**src/rtl/hazard_pkg.sv**
```systemverilog
// ============================================================================
// Module   : hazard_pkg
// Purpose  : Shared state encoding and hazard-compare helper for the stall unit.
// Revision : 1.0 - initial release
// ============================================================================
`default_nettype none

package hazard_pkg;

  localparam logic [1:0] RUN      = 2'd0;
  localparam logic [1:0] MEM_WAIT = 2'd1;
  localparam logic [1:0] HALT_ERR = 2'd2;

  localparam logic [4:0] REG_ZERO = 5'd0;

  // $zero is never a real producer, so a load targeting it cannot create a hazard.
  function automatic logic load_use_hit(
    input logic       ex_mem_read,
    input logic [4:0] ex_rt,
    input logic [4:0] id_rs,
    input logic [4:0] id_rt,
    input logic       id_uses_rt
  );
    return ex_mem_read && (ex_rt != REG_ZERO) &&
           ((ex_rt == id_rs) || (id_uses_rt && (ex_rt == id_rt)));
  endfunction

endpackage

`default_nettype wire

```
**src/rtl/hazard_mem_wait_timer.sv**
```systemverilog
// ============================================================================
// Module   : hazard_mem_wait_timer
// Purpose  : Counts consecutive data-memory wait cycles; flags the last allowed one.
// Revision : 1.0 - initial release
// ============================================================================
`default_nettype none

module hazard_mem_wait_timer #(
  parameter int MEM_TIMEOUT = 16
) (
  input  logic clk,
  input  logic reset,
  input  logic clr,
  input  logic inc,
  output logic expired
);

  localparam int              CW   = $clog2(MEM_TIMEOUT + 1);
  localparam logic [CW-1:0]   LAST = CW'(MEM_TIMEOUT - 1);
  localparam logic [CW-1:0]   MAX  = CW'(MEM_TIMEOUT);

  logic [CW-1:0] count;

  // Saturates at MEM_TIMEOUT so a parked counter can never wrap back into range.
  always_ff @(posedge clk or posedge reset) begin
    if (reset) begin
      count <= '0;
    end else if (clr) begin
      count <= '0;
    end else if (inc && (count != MAX)) begin
      count <= count + CW'(1);
    end
  end

  assign expired = (count == LAST);

endmodule

`default_nettype wire

```
**src/rtl/hazard_stall_unit.sv**
```systemverilog
// ============================================================================
// Module   : hazard_stall_unit
// Purpose  : Load-use / branch / slow-memory pipeline control with memory watchdog.
//            Optional perf counters enabled by HAZARD_PERF_CNT_EN.
// Revision : 1.0 - initial release
// ============================================================================
`default_nettype none

module hazard_stall_unit
  import hazard_pkg::*;
#(
  parameter int MEM_TIMEOUT = 16
) (
  input  logic        clk,
  input  logic        reset,
  input  logic [4:0]  ID_reg_rs,
  input  logic [4:0]  ID_reg_rt,
  input  logic        ID_uses_rt,
  input  logic        EX_mem_read,
  input  logic [4:0]  EX_reg_rt,
  input  logic        EX_branch_taken,
  input  logic        MEM_mem_req,
  input  logic        MEM_mem_ready,
  output logic        PC_write,
  output logic        IF_ID_write,
  output logic        IF_ID_flush,
  output logic        ID_EX_flush,
  output logic        EX_MEM_write,
  output logic        MEM_WB_flush,
  output logic        mem_error,
  output logic [31:0] stall_cycles,
  output logic [15:0] flush_count
);

  logic [1:0] state;
  logic [1:0] state_nxt;
  logic       timer_clr;
  logic       timer_inc;
  logic       timer_expired;
  logic       mem_stall;
  logic       load_use;

  hazard_mem_wait_timer #(
    .MEM_TIMEOUT(MEM_TIMEOUT)
  ) u_timer (
    .clk     (clk),
    .reset   (reset),
    .clr     (timer_clr),
    .inc     (timer_inc),
    .expired (timer_expired)
  );

  always_comb begin
    state_nxt = state;
    timer_clr = 1'b0;
    timer_inc = 1'b0;
    case (state)
      RUN: begin
        if (MEM_mem_req && !MEM_mem_ready) begin
          state_nxt = MEM_WAIT;
          timer_inc = 1'b1;
        end else begin
          timer_clr = 1'b1;
        end
      end
      MEM_WAIT: begin
        if (MEM_mem_ready) begin
          state_nxt = RUN;
          timer_clr = 1'b1;
        end else begin
          timer_inc = 1'b1;
          if (timer_expired) state_nxt = HALT_ERR;
        end
      end
      HALT_ERR: state_nxt = HALT_ERR;
      default: begin
        state_nxt = RUN;
        timer_clr = 1'b1;
      end
    endcase
  end

  always_ff @(posedge clk or posedge reset) begin
    if (reset) state <= RUN;
    else       state <= state_nxt;
  end

  // The release cycle of MEM_WAIT is not a stall: the pipe advances and lower priorities apply.
  assign mem_stall = (state == HALT_ERR) ||
                     ((state == MEM_WAIT) && !MEM_mem_ready) ||
                     ((state == RUN) && MEM_mem_req && !MEM_mem_ready);

  assign load_use = load_use_hit(EX_mem_read, EX_reg_rt, ID_reg_rs, ID_reg_rt, ID_uses_rt);

  always_comb begin
    PC_write     = 1'b1;
    IF_ID_write  = 1'b1;
    IF_ID_flush  = 1'b0;
    ID_EX_flush  = 1'b0;
    EX_MEM_write = 1'b1;
    MEM_WB_flush = 1'b0;
    if (mem_stall) begin
      PC_write     = 1'b0;
      IF_ID_write  = 1'b0;
      EX_MEM_write = 1'b0;
      MEM_WB_flush = 1'b1;
    end else if (EX_branch_taken) begin
      IF_ID_flush  = 1'b1;
      ID_EX_flush  = 1'b1;
      PC_write     = 1'b1;
    end else if (load_use) begin
      PC_write     = 1'b0;
      IF_ID_write  = 1'b0;
      ID_EX_flush  = 1'b1;
    end
  end

  assign mem_error = (state == HALT_ERR);

`ifdef HAZARD_PERF_CNT_EN
  logic [31:0] stall_cnt;
  logic [15:0] flush_cnt;

  always_ff @(posedge clk or posedge reset) begin
    if (reset) begin
      stall_cnt <= '0;
      flush_cnt <= '0;
    end else begin
      if (!PC_write && (stall_cnt != '1)) stall_cnt <= stall_cnt + 32'd1;
      if (IF_ID_flush && (flush_cnt != '1)) flush_cnt <= flush_cnt + 16'd1;
    end
  end

  assign stall_cycles = stall_cnt;
  assign flush_count  = flush_cnt;
`else
  assign stall_cycles = 32'd0;
  assign flush_count  = 16'd0;
`endif

endmodule

`default_nettype wire

```
**config.mk**
```make
export PLATFORM = sky130hd
export DESIGN_NAME = hazard_stall_unit
export DESIGN_NICKNAME = d
export VERILOG_FILES = /design/src/rtl/hazard_pkg.sv /design/src/rtl/hazard_mem_wait_timer.sv /design/src/rtl/hazard_stall_unit.sv
export SDC_FILE = /design/constraint.sdc
export NUM_CORES = 1
export LEC_CHECK = 0
export ABC_AREA = 1
export CAP_MARGIN = 20
export CORE_ASPECT_RATIO = 1.25
export CORE_MARGIN = 4
export CORE_UTILIZATION = 34
export DETAILED_ROUTE_END_ITERATION = 8
export GPL_ROUTABILITY_DRIVEN = 0
export MAX_ROUTING_LAYER = met4
export PLACE_DENSITY = 0.91
export SLEW_MARGIN = 30
export SYNTH_ARGS = -nofsm -noshare
export SYNTH_HDL_FRONTEND = slang
export SYNTH_SLANG_ARGS = --single-unit
```
**constraint.sdc**
```tcl
create_clock -name clk -period 1.8 [get_ports clk]
set_clock_uncertainty 0.2 [all_clocks]
set_input_delay 0.45 -clock clk [delete_from_list [all_inputs] [get_ports clk]]
set_output_delay 0.45 -clock clk [all_outputs]
set_load 0.02 [all_outputs]
```
# Yosys cells after proc, flatten, opt, wreduce, memory -nomap -nowiden
# Cells that the tools add are included.
# W data, S select, Z words.
[totals]
regBits = 7
in_bits = 22
out_inout_bits = 55
wordCells = 49
[op_classes]
addsub = 1
n_eq_ne = 8
muxes = 22
n_reduce_logical = 16
[ops]
columns = ["op", "n"]
rows = [
  ["$mux W1", 14],
  ["$eq A5 B5 Y1", 2],
  ["$mux W5", 2],
  ["$logic_and A1 B1 Y1", 8],
  ["$mux W2", 3],
  ["$pmux W2 S3", 1],
  ["$add A5 B1 Y5 const B", 1],
  ["$eq A5 B4 Y1 const B", 1],
  ["$ne A5 B5 Y1 const B", 1],
  ["$reduce_bool A5 Y1", 1],
  ["$logic_or A1 B1 Y1", 3],
  ["$ne A3 B3 Y1 const B", 1],
  ["$pmux W1 S3", 1],
  ["$eq A2 B1 Y1 const B", 1],
  ["$eq A2 B2 Y1 const B", 1],
  ["$logic_not A2 Y1", 1],
  ["$ne A2 B2 Y1 const B", 1],
  ["$pmux W1 S2", 1],
  ["$reduce_and A2 Y1", 1],
  ["$reduce_bool A2 Y1", 1],
  ["$logic_not A1 Y1", 1],
]

# Longest topological paths before layout
[logic_depth]
word_depth = 7
mapped_depth = 10
ltp_nobuf = 9

# Cells and area by module
# A second synthesis with hierarchy kept.
[hier_totals]
hier_cells = 171
hier_area_um2 = 1082.3
[by_module_without_submodules]
columns = ["module", "instances", "cells_per_inst", "area_each_um2", "seq_area_each_um2"]
rows = [
  ["hazard_stall_unit", 1, 127, 745.7, 50.0],
  ["hazard_mem_wait_timer", 1, 44, 336.6, 125.1],
]

# Least setup slack after synthesis
# OpenSTA, ideal clock, no wires.
[synth_path]
path_kind = "reg-to-output"
startpoint = "register state[1]"
endpoint = "output port PC_write"
arrival_time_ns = 1.328
required_ns = 1.150
path_slack_ns = -0.178
stages_incl_launch_ff = 7
n_path_buf = 1
cell_sequence = "dfrtp_1 nor2_1 o21ai_2 nand2_2 nand2_1 nand2_1 buf_4"
[synth_via]
elab_chain_len = 5
[synth_lines]
columns = ["element", "line_no", "rtl"]
rows = [
  ["start, declared", "hazard_stall_unit.sv:35", "logic [1:0] state;"],
  ["start signal, assigned", "hazard_stall_unit.sv:85", "else state <= state_nxt;"],
  ["$eq A2 B1 Y1 or $logic_not A2 Y1 (tied branches)", "hazard_stall_unit.sv:90, hazard_stall_unit.sv:91", ""],
  ["$logic_and A1 B1 Y1, on equally long branches", "hazard_stall_unit.sv:90, hazard_stall_unit.sv:91", ""],
  ["$logic_or A1 B1 Y1 or $logic_and A1 B1 Y1 (tied branches)", "hazard_stall_unit.sv:89, hazard_stall_unit.sv:91", ""],
  ["$logic_or A1 B1 Y1 *", "hazard_stall_unit.sv:90", "((state == MEM_WAIT) && !MEM_mem_ready) ||"],
  ["$mux W1 *", "n/a", ""],
  ["end, declared", "hazard_stall_unit.sv:24", "output logic PC_write,"],
]
# Every way passes the cells marked *; elsewhere a longest branch is shown, timed or not.

# Worst setup path in the final report
[layout_path]
startpoint = "register state[1]"
endpoint = "output port ID_EX_flush"
[layout_via]
elab_chain_len = 5
[layout_lines]
columns = ["element", "line_no", "rtl"]
rows = [
  ["$eq A2 B1 Y1 or $logic_not A2 Y1 (tied branches)", "hazard_stall_unit.sv:90, hazard_stall_unit.sv:91", ""],
  ["$logic_and A1 B1 Y1, on equally long branches", "hazard_stall_unit.sv:90, hazard_stall_unit.sv:91", ""],
  ["$logic_or A1 B1 Y1 or $logic_and A1 B1 Y1 (tied branches)", "hazard_stall_unit.sv:89, hazard_stall_unit.sv:91", ""],
  ["$logic_or A1 B1 Y1 *", "hazard_stall_unit.sv:90", ""],
  ["$mux W1 *", "hazard_stall_unit.sv:102", "if (mem_stall) begin"],
  ["end, declared", "hazard_stall_unit.sv:27", "output logic ID_EX_flush,"],
]
# Marks and branches as above.

==> flow_summary_export.csv <==
group,metric,value,unit
status,status,"finished, violations left",
status,violations,"negative setup slack",
sta,period_needed,1.970,ns
floorplanning,initial_core_util,35.51,%
run,maxCapViolations,0,
critical_path,path_delay_family,"flip-flops",
floorplanning,die_height,70.02,microns
critical_path,startpoint_type,"flop",
critical_path,rr_worst_depth,10,
critical_path,worstSetupStartpoint,"state[1]",
global_routing,grt.overflow.total,0,
pwr,leakage,0.8500,nW
clock_tree,cts_buffer_depth,2,
yosys,synth_area,1046,sq um
drt,antenna_left,0,
yosys,yosys_register_bits,7,
pwr,swShare,44.57,%
sta,drv_slew,0,
clock_tree,cts_tree,"built",
pwr,cellPowerDensity,1130,nW/um^2
floorplanning,die_w,57.61,microns
clock_tree,clkTransAtPathRegs,0.05,ns
drt,via_per_inst,3.933,
global_routing,antenna_found_initial,0,
min_path,min_path_type,"primary input to async pin",
global_routing,gr-usage-met1,10.30,%
pwr,pwr-share-seq,15.8,%
yosys,yosys_warnings,0,
critical_path,crit_cells,6,
pwr,p_comb_share,75.2,%
critical_path,reg2reg_to,"u_timer.count[2]",
clock_tree,cts_root_buf,"clkbuf_4",
floorplanning,fp-row-count,22,
global_routing,grt_use_met3,2.033,%
yosys,yosysSeqAreaShare,16.75,%
layout,final_nets,242,
critical_path,rrSetupSlack,0.02,ns
pwr,clockPowerShare,9.0,%
critical_path,end_kind,"primary output",
critical_path,crit_slowest_cell,"dfrtp_2",
placement,port_buffers,28,
layout,num_antenna_cells,0,
critical_path,slowest_delay,0.45,ns
sta,setup_viol,6,
floorplanning,dieArea,4034,sq um
sta,setup_ws,-0.1703,ns
yosys,synth_cells,165,
drt,drtIter0Drc,23,
global_routing,grt_pass1_vias,866,
drt,avgRoutedWirePerCell,9.794,microns
global_routing,grt_usage,11.26,%
drt,drc,0,
layout,drive_above_1_share,36.57,%
drt,vias,991,
clock_tree,postCtsHoldBufs,0,
drt,firstDrtPassIters,2,
placement,place_area,1267,sq um
clock_tree,worstSkewPairLatency,0.26,ns
floorplanning,core-area,2945,sq um
layout,final_area,1470,sq um
critical_path,worst_ep_arrival_time,1.32,ns
pwr,intPower,0.9208,mW
yosys,syn_avg_cell_area,6.339,sq um
sta,finalHoldViolCount,0,
layout,area_delta_synth_final,40.55,%
sta,rsz0062_at_grt,"true",
pwr,ir_drop,0.7013,mV
critical_path,crit_chain,"nor2_4, o21ai_4, nand2_4, nand3_2, nand2_2, buf_6",
clock_tree,cts_buffers,3,
critical_path,critPathBufInv,1,
critical_path,crit_required,1.15,ns
sta,period_share,109.5,%
critical_path,reg2reg_from,"state[0]",
floorplanning,ioPinCount,77,
global_routing,grt_first_pass_wirelength,3498,microns
placement,dp_hpwl,1908,microns
global_routing,grt_use_met2,22.24,%
critical_path,crit_end,"ID_EX_flush",
global_routing,grt_max_degree,9,
yosys,yosysUniqueCellTypes,19,
global_routing,grt.busiest_layer,"met2",
sta,fin_setup_tns,-0.9213,ns
drt,routed_wl,2468,microns
clock_tree,htree_num_levels,1,
critical_path,cp_max_fo,5,
sta,fmax,0.5075,GHz
critical_path,worst-setup-path-type,"flop to primary output",
clock_tree,clock_sinks,7,
pwr,switchingPower,0.7403,mW
## cells in the final DEF (no fill, tap or decap), types with 2 or more instances in the layout
| cell | n |
|---|---|
| nor2_1 | 12 |
| conb_1 | 48 |
| nand2_1 | 28 |
| inv_4 | 3 |
| dfrtp_1 | 6 |
| nand2_4 | 3 |
| buf_4 | 18 |
| buf_2 | 7 |
| nand2_2 | 10 |
| inv_1 | 16 |
| dlygate4sd2_1 | 2 |
| buf_6 | 12 |
| o21ai_0 | 2 |
| inv_2 | 5 |
| ha_1 | 3 |
| clkinv_4 | 2 |
| nand3_1 | 10 |
| buf_8 | 4 |
| clkbuf_4 | 3 |
| clkdlybuf4s50_1 | 2 |
| nor2_2 | 2 |
| o21ai_4 | 2 |
## cell usage after synthesis
master,number,area [sq um]
o21ai_2,1,8.760
inv_1,25,93.84
nor3_1,1,5.000
ha_1,3,37.54
nand4_1,1,6.260
xnor2_1,1,8.760
nor2_1,15,56.30
conb_1,1,3.750
dfrtp_1,7,175.2
nand2_1,39,146.4
buf_4,49,367.9
nor3b_2,1,12.51
o2bb2ai_1,1,8.760
inv_4,1,6.260
nand3_1,11,55.05
o21ai_0,4,20.02
nand2_2,2,12.51
xor2_1,1,8.760
a211oi_2,1,12.51
## sequential cells by signal, summed over array words and instances, names as in the netlist
register and cells:
state 2, u_timer.count 5
## cell type report
| class | instances | area, sq um |
|---|---|---|
| Clock buffer | 4 | 26.28 |
| Timing Repair Buffer | 49 | 449.2 |
| Inverter | 26 | 115.1 |
| Multi-Input combinational cell | 130 | 658.1 |
| Sequential cell | 7 | 176.4 |
| Tap cell | 36 | 45.04 |
| Fill cell | 280 | 1475 |
## cell families after synthesis
family / Yosys count / synth area share (%)
buf+inv: 75 / 44.74
fa+ha+maj: 3 / 3.589
other cells: 1 / 0.3585
flops: 7 / 16.75
compound gates: 7 / 4.785
xor+xnor: 2 / 1.675
simple gates: 70 / 28.11
## worst min path at each step
| stage | start | endpoint | slack (ns) | cells after the start |
|---|---|---|---|---|
| 2_1_floorplan | reset | state[0] | 0.05 | 1 |
| 3_3_place_gp | u_timer.count[4] | u_timer.count[4] | 0.32 | 2 |
| 3_5_place_dp | u_timer.count[4] | u_timer.count[4] | 0.33 | 2 |
| 4_1_cts | reset | u_timer.count[3] | 0.25 | 2 |
| 5_1_grt | reset | u_timer.count[1] | 0.27 | 2 |
| 6_report | reset | u_timer.count[3] | 0.24 | 2 |
## power groups by stage
stage / clock network, mW / logic (mW) / registers (mW)
floorplan: 0 / 0.618 / 0.243
global placement: 0 / 0.875 / 0.244
detailed placement: 0 / 0.893 / 0.244
CTS: 0.152 / 1.09 / 0.258
global route: 0.162 / 1.36 / 0.269
finish: 0.149 / 1.25 / 0.263
## metal layers
| metal | vias up | share of wire, % | wire length (microns) |
|---|---|---|---|
| met3 | 3 | 11 | 274 |
| met2 | 56 | 56 | 1383 |
| met4 | 0 | 1.1 | 27 |
| met1 | 429 | 32 | 783 |
| met5 | - | 0 | 0 |
| li1 | 503 | - | - |
## per-stage QoR
| stage | cells | setup WS [ns] | utilization (%) | power, mW | hold slack, ns |
|---|---|---|---|---|---|
| CTS | 247 | -0.1572 | 46.22 | 1.502 | 0.2487 |
| global placement | 236 | -1.011 | 43.03 | 1.119 | 0.3177 |
| global route | 252 | -0.2139 | 49.92 | 1.787 | 0.2702 |
| floorplan | 212 | 0.001516 | - | 0.8604 | 0.05340 |
| detailed placement | 236 | -1.071 | 43.03 | 1.137 | 0.3349 |
| finish | 252 | -0.1703 | 49.92 | 1.661 | 0.2390 |
## what timing repair did
| item | 4_1_cts | 5_1_grt |
|---|---|---|
| resized for setup | 124 | 26 |
| setup buffers | 7 | 5 |
| pin swaps | 29 | 15 |
| cloned | 0 | 0 |
| setup endpoints to repair | 7 | 7 |
(Power assumes the default switching activity.)
